## config.mk

```make
export PLATFORM = sky130hd
export DESIGN_NAME = sseg_scan_driver_flat
export DESIGN_NICKNAME = d
export VERILOG_FILES = /design/src/rtl/sseg_scan_driver_if.sv /design/src/rtl/sseg_scan_driver.sv /design/src/flat_wrapper.sv
export SDC_FILE = /design/constraint.sdc
export NUM_CORES = 1
export LEC_CHECK = 0
export BUFFER_PORTS_ARGS = -buffer_cell sky130_fd_sc_hd__buf_2
export CAP_MARGIN = 15
export CORE_MARGIN = 3
export CORE_UTILIZATION = 50
export CTS_CLUSTER_SIZE = 28
export DETAILED_ROUTE_END_ITERATION = 8
export MAX_ROUTING_LAYER = met4
export PLACE_DENSITY_LB_ADDON = 0.15
export SYNTH_ARGS = -nofsm -noshare
export SYNTH_HDL_FRONTEND = slang
export SYNTH_SLANG_ARGS = --single-unit
```

## constraint.sdc

```tcl
create_clock -name clk -period 1.5 [get_ports clk]
set_input_delay 0.075 -clock clk [delete_from_list [all_inputs] [get_ports clk]]
set_output_delay 0.075 -clock clk [all_outputs]
set_load 0.01 [all_outputs]
```

## src/rtl/sseg_scan_driver_if.sv

```systemverilog
// Bundle between the display controller and the scan driver.
//   data_in     : 16-bit value to show ([15:12] = leftmost digit)
//   load        : capture data_in into the held value this cycle
//   en          : display enable; 0 keeps every anode off
//   blank_lz    : suppress leading zeros on digits 3..1
//   nibble      : 4-bit value for the digit in the current slot
//   an          : active-low anode drive, at most one bit low
//   digit_blank : current slot is dark; segments must be forced off
// master = controller side, slave = scan driver side.
interface sseg_if;
  logic [15:0] data_in;
  logic        load;
  logic        en;
  logic        blank_lz;
  logic [3:0]  nibble;
  logic [3:0]  an;
  logic        digit_blank;

  modport master (
    output data_in, load, en, blank_lz,
    input  nibble, an, digit_blank
  );

  modport slave (
    input  data_in, load, en, blank_lz,
    output nibble, an, digit_blank
  );
endinterface

```

## src/rtl/sseg_scan_driver.sv

```systemverilog
// Time-multiplexed scan driver for a 4-digit common-anode 7-segment display.
// A free-running divider produces one tick every REFRESH_DIV cycles; each tick
// advances the digit pointer and registers the anode/nibble/blank outputs for
// the new slot, so outputs only ever change on ticks.
// Ports:
//   clk   : system clock, rising edge
//   rst_n : synchronous active-low reset
//   bus   : sseg_if slave modport (data_in, load, en, blank_lz in;
//           nibble, an, digit_blank out)
module sseg_scan_driver #(
  parameter int REFRESH_DIV = 100000
) (
  input  logic   clk,
  input  logic   rst_n,
  sseg_if.slave  bus
);

  localparam int            CW       = (REFRESH_DIV > 2) ? $clog2(REFRESH_DIV) : 1;
  localparam logic [CW-1:0] DIV_LAST = CW'(REFRESH_DIV - 1);

  logic [CW-1:0] div_cnt;
  logic [15:0]   held;
  logic [1:0]    ptr;
  logic [3:0]    an_q;
  logic [3:0]    nibble_q;
  logic          blank_q;

  logic          tick;
  logic [1:0]    ptr_nxt;
  logic [3:0]    nib_nxt;
  logic          lz_nxt;
  logic          blank_nxt;

  // Next-slot decode. Uses the held value as it stands before this edge, so a
  // load coinciding with a tick is only seen from the following tick.
  always_comb begin
    tick    = (div_cnt == DIV_LAST);
    ptr_nxt = ptr + 2'd1;
    nib_nxt = 4'h0;
    lz_nxt  = 1'b0;
    case (ptr_nxt)
      2'd0: begin
        nib_nxt = held[3:0];
        lz_nxt  = 1'b0;                 // digit 0 always shows, even for zero
      end
      2'd1: begin
        nib_nxt = held[7:4];
        lz_nxt  = (held[15:4] == 12'h000);
      end
      2'd2: begin
        nib_nxt = held[11:8];
        lz_nxt  = (held[15:8] == 8'h00);
      end
      default: begin
        nib_nxt = held[15:12];
        lz_nxt  = (held[15:12] == 4'h0);
      end
    endcase
    blank_nxt = !bus.en || (bus.blank_lz && lz_nxt);
  end

  always_ff @(posedge clk) begin
    if (!rst_n) begin
      held     <= 16'h0000;
      div_cnt  <= '0;
      ptr      <= 2'd3;                 // first tick wraps to digit 0
      an_q     <= 4'b1111;
      nibble_q <= 4'h0;
      blank_q  <= 1'b1;
    end else begin
      if (bus.load) begin
        held <= bus.data_in;
      end
      if (tick) begin
        div_cnt <= '0;
        ptr     <= ptr_nxt;
        if (blank_nxt) begin
          an_q     <= 4'b1111;
          nibble_q <= 4'h0;
          blank_q  <= 1'b1;
        end else begin
          an_q     <= ~(4'b0001 << ptr_nxt);
          nibble_q <= nib_nxt;
          blank_q  <= 1'b0;
        end
      end else begin
        div_cnt <= div_cnt + 1'b1;
      end
    end
  end

  assign bus.an          = an_q;
  assign bus.nibble      = nibble_q;
  assign bus.digit_blank = blank_q;

endmodule

```

## src/flat_wrapper.sv

```systemverilog
// flat-port wrapper written by rule: the top's interface ports become plain ports
module sseg_scan_driver_flat 
#(
  parameter int REFRESH_DIV = 100000
)
  (clk, rst_n, bus_data_in, bus_load, bus_en, bus_blank_lz, bus_nibble, bus_an, bus_digit_blank);
  sseg_if bus_i ();
  input  logic clk;
  input  logic rst_n;
  input wire logic [$bits(bus_i.data_in)-1:0] bus_data_in;
  input wire logic [$bits(bus_i.load)-1:0] bus_load;
  input wire logic [$bits(bus_i.en)-1:0] bus_en;
  input wire logic [$bits(bus_i.blank_lz)-1:0] bus_blank_lz;
  output wire logic [$bits(bus_i.nibble)-1:0] bus_nibble;
  output wire logic [$bits(bus_i.an)-1:0] bus_an;
  output wire logic [$bits(bus_i.digit_blank)-1:0] bus_digit_blank;
  assign bus_i.data_in = bus_data_in;
  assign bus_i.load = bus_load;
  assign bus_i.en = bus_en;
  assign bus_i.blank_lz = bus_blank_lz;
  assign bus_nibble = bus_i.nibble;
  assign bus_an = bus_i.an;
  assign bus_digit_blank = bus_i.digit_blank;
  sseg_scan_driver #(.REFRESH_DIV(REFRESH_DIV)) u_core (.clk(clk), .rst_n(rst_n), .bus(bus_i));
endmodule
```

==> flow_metrics.tcl <==
set metrics [dict create \
    synth_fp_nets 236 \
    htree_levels 2 \
    final_util_pct 69.3 \
    cap_violations 0 \
    final_nets 296 \
    first_global_vias 1806 \
    clkSinkCount 44 \
    holdPathStages 3 \
    clk_latency_ns 0.29 \
    synth_area_per_cell_um2 9.75 \
    rows 22 \
    violations "setup timing" \
    worst-slew-pin-transition_ns 0.460 \
    cts_buffers 5 \
    drive_gt1_share_pct 33.3 \
    synth_cell_types 34 \
    final_max_slew_viol_count 0 \
    synthCells 209 \
    reg2regPathDepth 5 \
    fin_crit_sh_pct 105 \
    period_needed_ns 1.58 \
    stdcell_count 318 \
    final_cell_mix "40 x dfxtp_1, 34 x buf_4, 29 x buf_2" \
    drt-wirelength-per-cell_um 14.3 \
    die_width_um 69.8 \
    pin_count 30 \
    grt_max_degree 32 \
    dieHeight_um 69.8 \
    setup_viol 4 \
    firstDrtPassIters 5 \
    synth_top_area_cell "dfxtp_1" \
    hpwl_mm 3.39 \
    synth-edff-count 0 \
    cp.required_ns 1.73 \
    layout_commonest_cell "dfxtp_1" \
    vias 1721 \
    start_util_pct 53.6 \
    post_dp_cell_area_mm2 0.00248 \
    cp.arrival_ns 1.81 \
    whs_ns 0.0378 \
    grt_pass1_wl_mm 7.82 \
    dp_cells 304 \
    area_delta_synth_final_pct 29.3 \
    total_power_mw 2.11 \
    criticalPathCategory "reg -> reg" \
    synth.yosys.seq_area_share_pct 43.2 \
    yosys_most_used_dff "dfxtp_1" \
    via_per_inst 5.41 \
    finClkSkew_ns 0.00533 \
    synth-async-reset-ratio_pct 0 \
    place.gp.congestion 0.767 \
    portBuffers 29 \
    maxSlewHeadroom_pct 69.3 \
    track_usage_pct 20.2 \
    cts_root_buf "clkbuf_8" \
    coreArea_mm2 0.00380 \
    crit_fanout 8 \
    path_cells "inv_6 > ha_4 > a211o_4 > a2111o_1 > a21boi_2" \
    rsz0062_at_grt "yes" \
    cts_buffer_depth 2 \
    diodes 0 \
    drt_iter0_drc 132 \
    ant_nets 0 \
    vdd_drop_max_mv 0.534 \
    final_area_mm2 0.00263 \
    critPathMaxStageDelay_ns 0.40 \
    leakage_nw 1.13 \
    max_freq_mhz 633 \
    cp_slowest_cell "a2111o_1" \
    fin_ws_ns -0.0806 \
    antenna_found_initial 0 \
    hold_violations 0 \
    tritoncts "yes" \
    ys_ff_latch 44 \
    syn-cell-area_mm2 0.00204 \
    startpoint_type "flop" \
    grt_overflow 0 \
    p_per_area_mw_per_mm2 802 \
    path_clk_slew_ns 0.08 \
    synth_warnings 0 \
    min_path_type "in -> reg" \
    endpoint_kind "flop" \
    drc 0 \
    die-area_mm2 0.00488 \
    synth.top_cell.area_share_pct 43.2 \
    synth_top_cells_by_area "dfxtp_1 43%, mux2i_1 8.4%, nor2b_1 6.4%" \
    fillers 321 \
    rrSetupSlack_ns -0.08 \
    status "finished with violations" \
    wl_mm 4.56 \
]
==> critical path, delay by kind of cell, from the launching register on <==
| kind | cells | cell delay [ns] |
|---|---|---|
| AO/OA/AOI/OAI | 3 | 0.89 |
| flip-flops | 1 | 0.39 |
| adder cells (fa/ha/maj) | 1 | 0.17 |
| buffers and inverters | 1 | 0.05 |
==> state kept, by name, summed over array words and instances (netlist names) <==
signal                  cells
u_core.held                16
u_core.ptr                  2
u_core.bus.nibble           4
u_core.bus.digit_blank      1
u_core.bus.an               4
u_core.div_cnt             17
==> kinds of logic after synthesis <==
logic type	synth area share, %
AND/OR/NAND/NOR	23.3
flip-flops	43.2
AO/OA/AOI/OAI	11.2
buffers and inverters	4.11
multiplexers	8.35
XOR/XNOR	6.02
adder cells (fa/ha/maj)	3.69
==> cell usage after synthesis, types with 5 or more instances <==
| cell | number |
|---|---|
| and2_1 | 7 |
| clkbuf_1 | 5 |
| dfxtp_1 | 44 |
| ha_1 | 6 |
| mux2i_1 | 17 |
| nand2_1 | 13 |
| nand3_1 | 6 |
| nand4_1 | 6 |
| nor2_1 | 12 |
| nor2b_1 | 21 |
| o21ai_0 | 11 |
| xor2_1 | 12 |
==> worst paths after layout <==
kind / to / startpoint
worst max-delay path: u_core.bus.nibble[3]$_SDFFE_PN0P_ / u_core.ptr[0]$_SDFFE_PN1P_
worst min-delay path: u_core.held[4]$_SDFFE_PN0P_ / bus_data_in[4]
worst max register to register: u_core.bus.nibble[3]$_SDFFE_PN0P_ / u_core.ptr[0]$_SDFFE_PN1P_
worst min register to register: u_core.bus.nibble[2]$_SDFFE_PN0P_ / u_core.bus.nibble[2]$_SDFFE_PN0P_
==> layer usage <==
| layer | vias to the layer above | part of all wire [%] | track usage, % |
|---|---|---|---|
| li1 | 861 | - | - |
| met5 | - | 0 | - |
| met4 | 0 | 1.3 | 8.72 |
| met2 | 30 | 54 | 36.6 |
| met3 | 10 | 3.0 | 3.33 |
| met1 | 820 | 41 | 21.4 |
==> per-stage QoR <==
stage          TNS [ns]  worst slack, ns
3_3_place_gp    -0.0220          -0.0167
6_report         -0.234          -0.0806
5_1_grt           -1.74           -0.131
2_1_floorplan   -0.0134          -0.0134
3_5_place_dp     -0.278          -0.0513
4_1_cts          -0.199          -0.0644
==> layout make-up <==
class / instances / area [um2] / area share (%)
multi-input combinational: 149 / 1150 / 43.6
sequential: 44 / 891 / 33.8
timing repair buffer: 65 / 432 / 16.4
clock buffer: 7 / 76.3 / 2.90
tap: 48 / 60.1 / 2.28
inverter: 4 / 22.5 / 0.855
clock inverter: 1 / 5.00 / 0.190
==> where the power goes <==
part,internal (mW),switching (mW),total (mW)
registers,1.20,0.0245,1.22
logic,0.101,0.0807,0.182
clock network,0.327,0.382,0.709
total,1.62,0.487,2.11
==> timing repair <==
item,in CTS,in global routing
resized for setup,5,1
hold buffers,0,0
setup endpoints to repair,12,25
gates cloned,1,0
setup buffers,1,4
pin swaps,2,4
(Power assumes the default switching activity.)
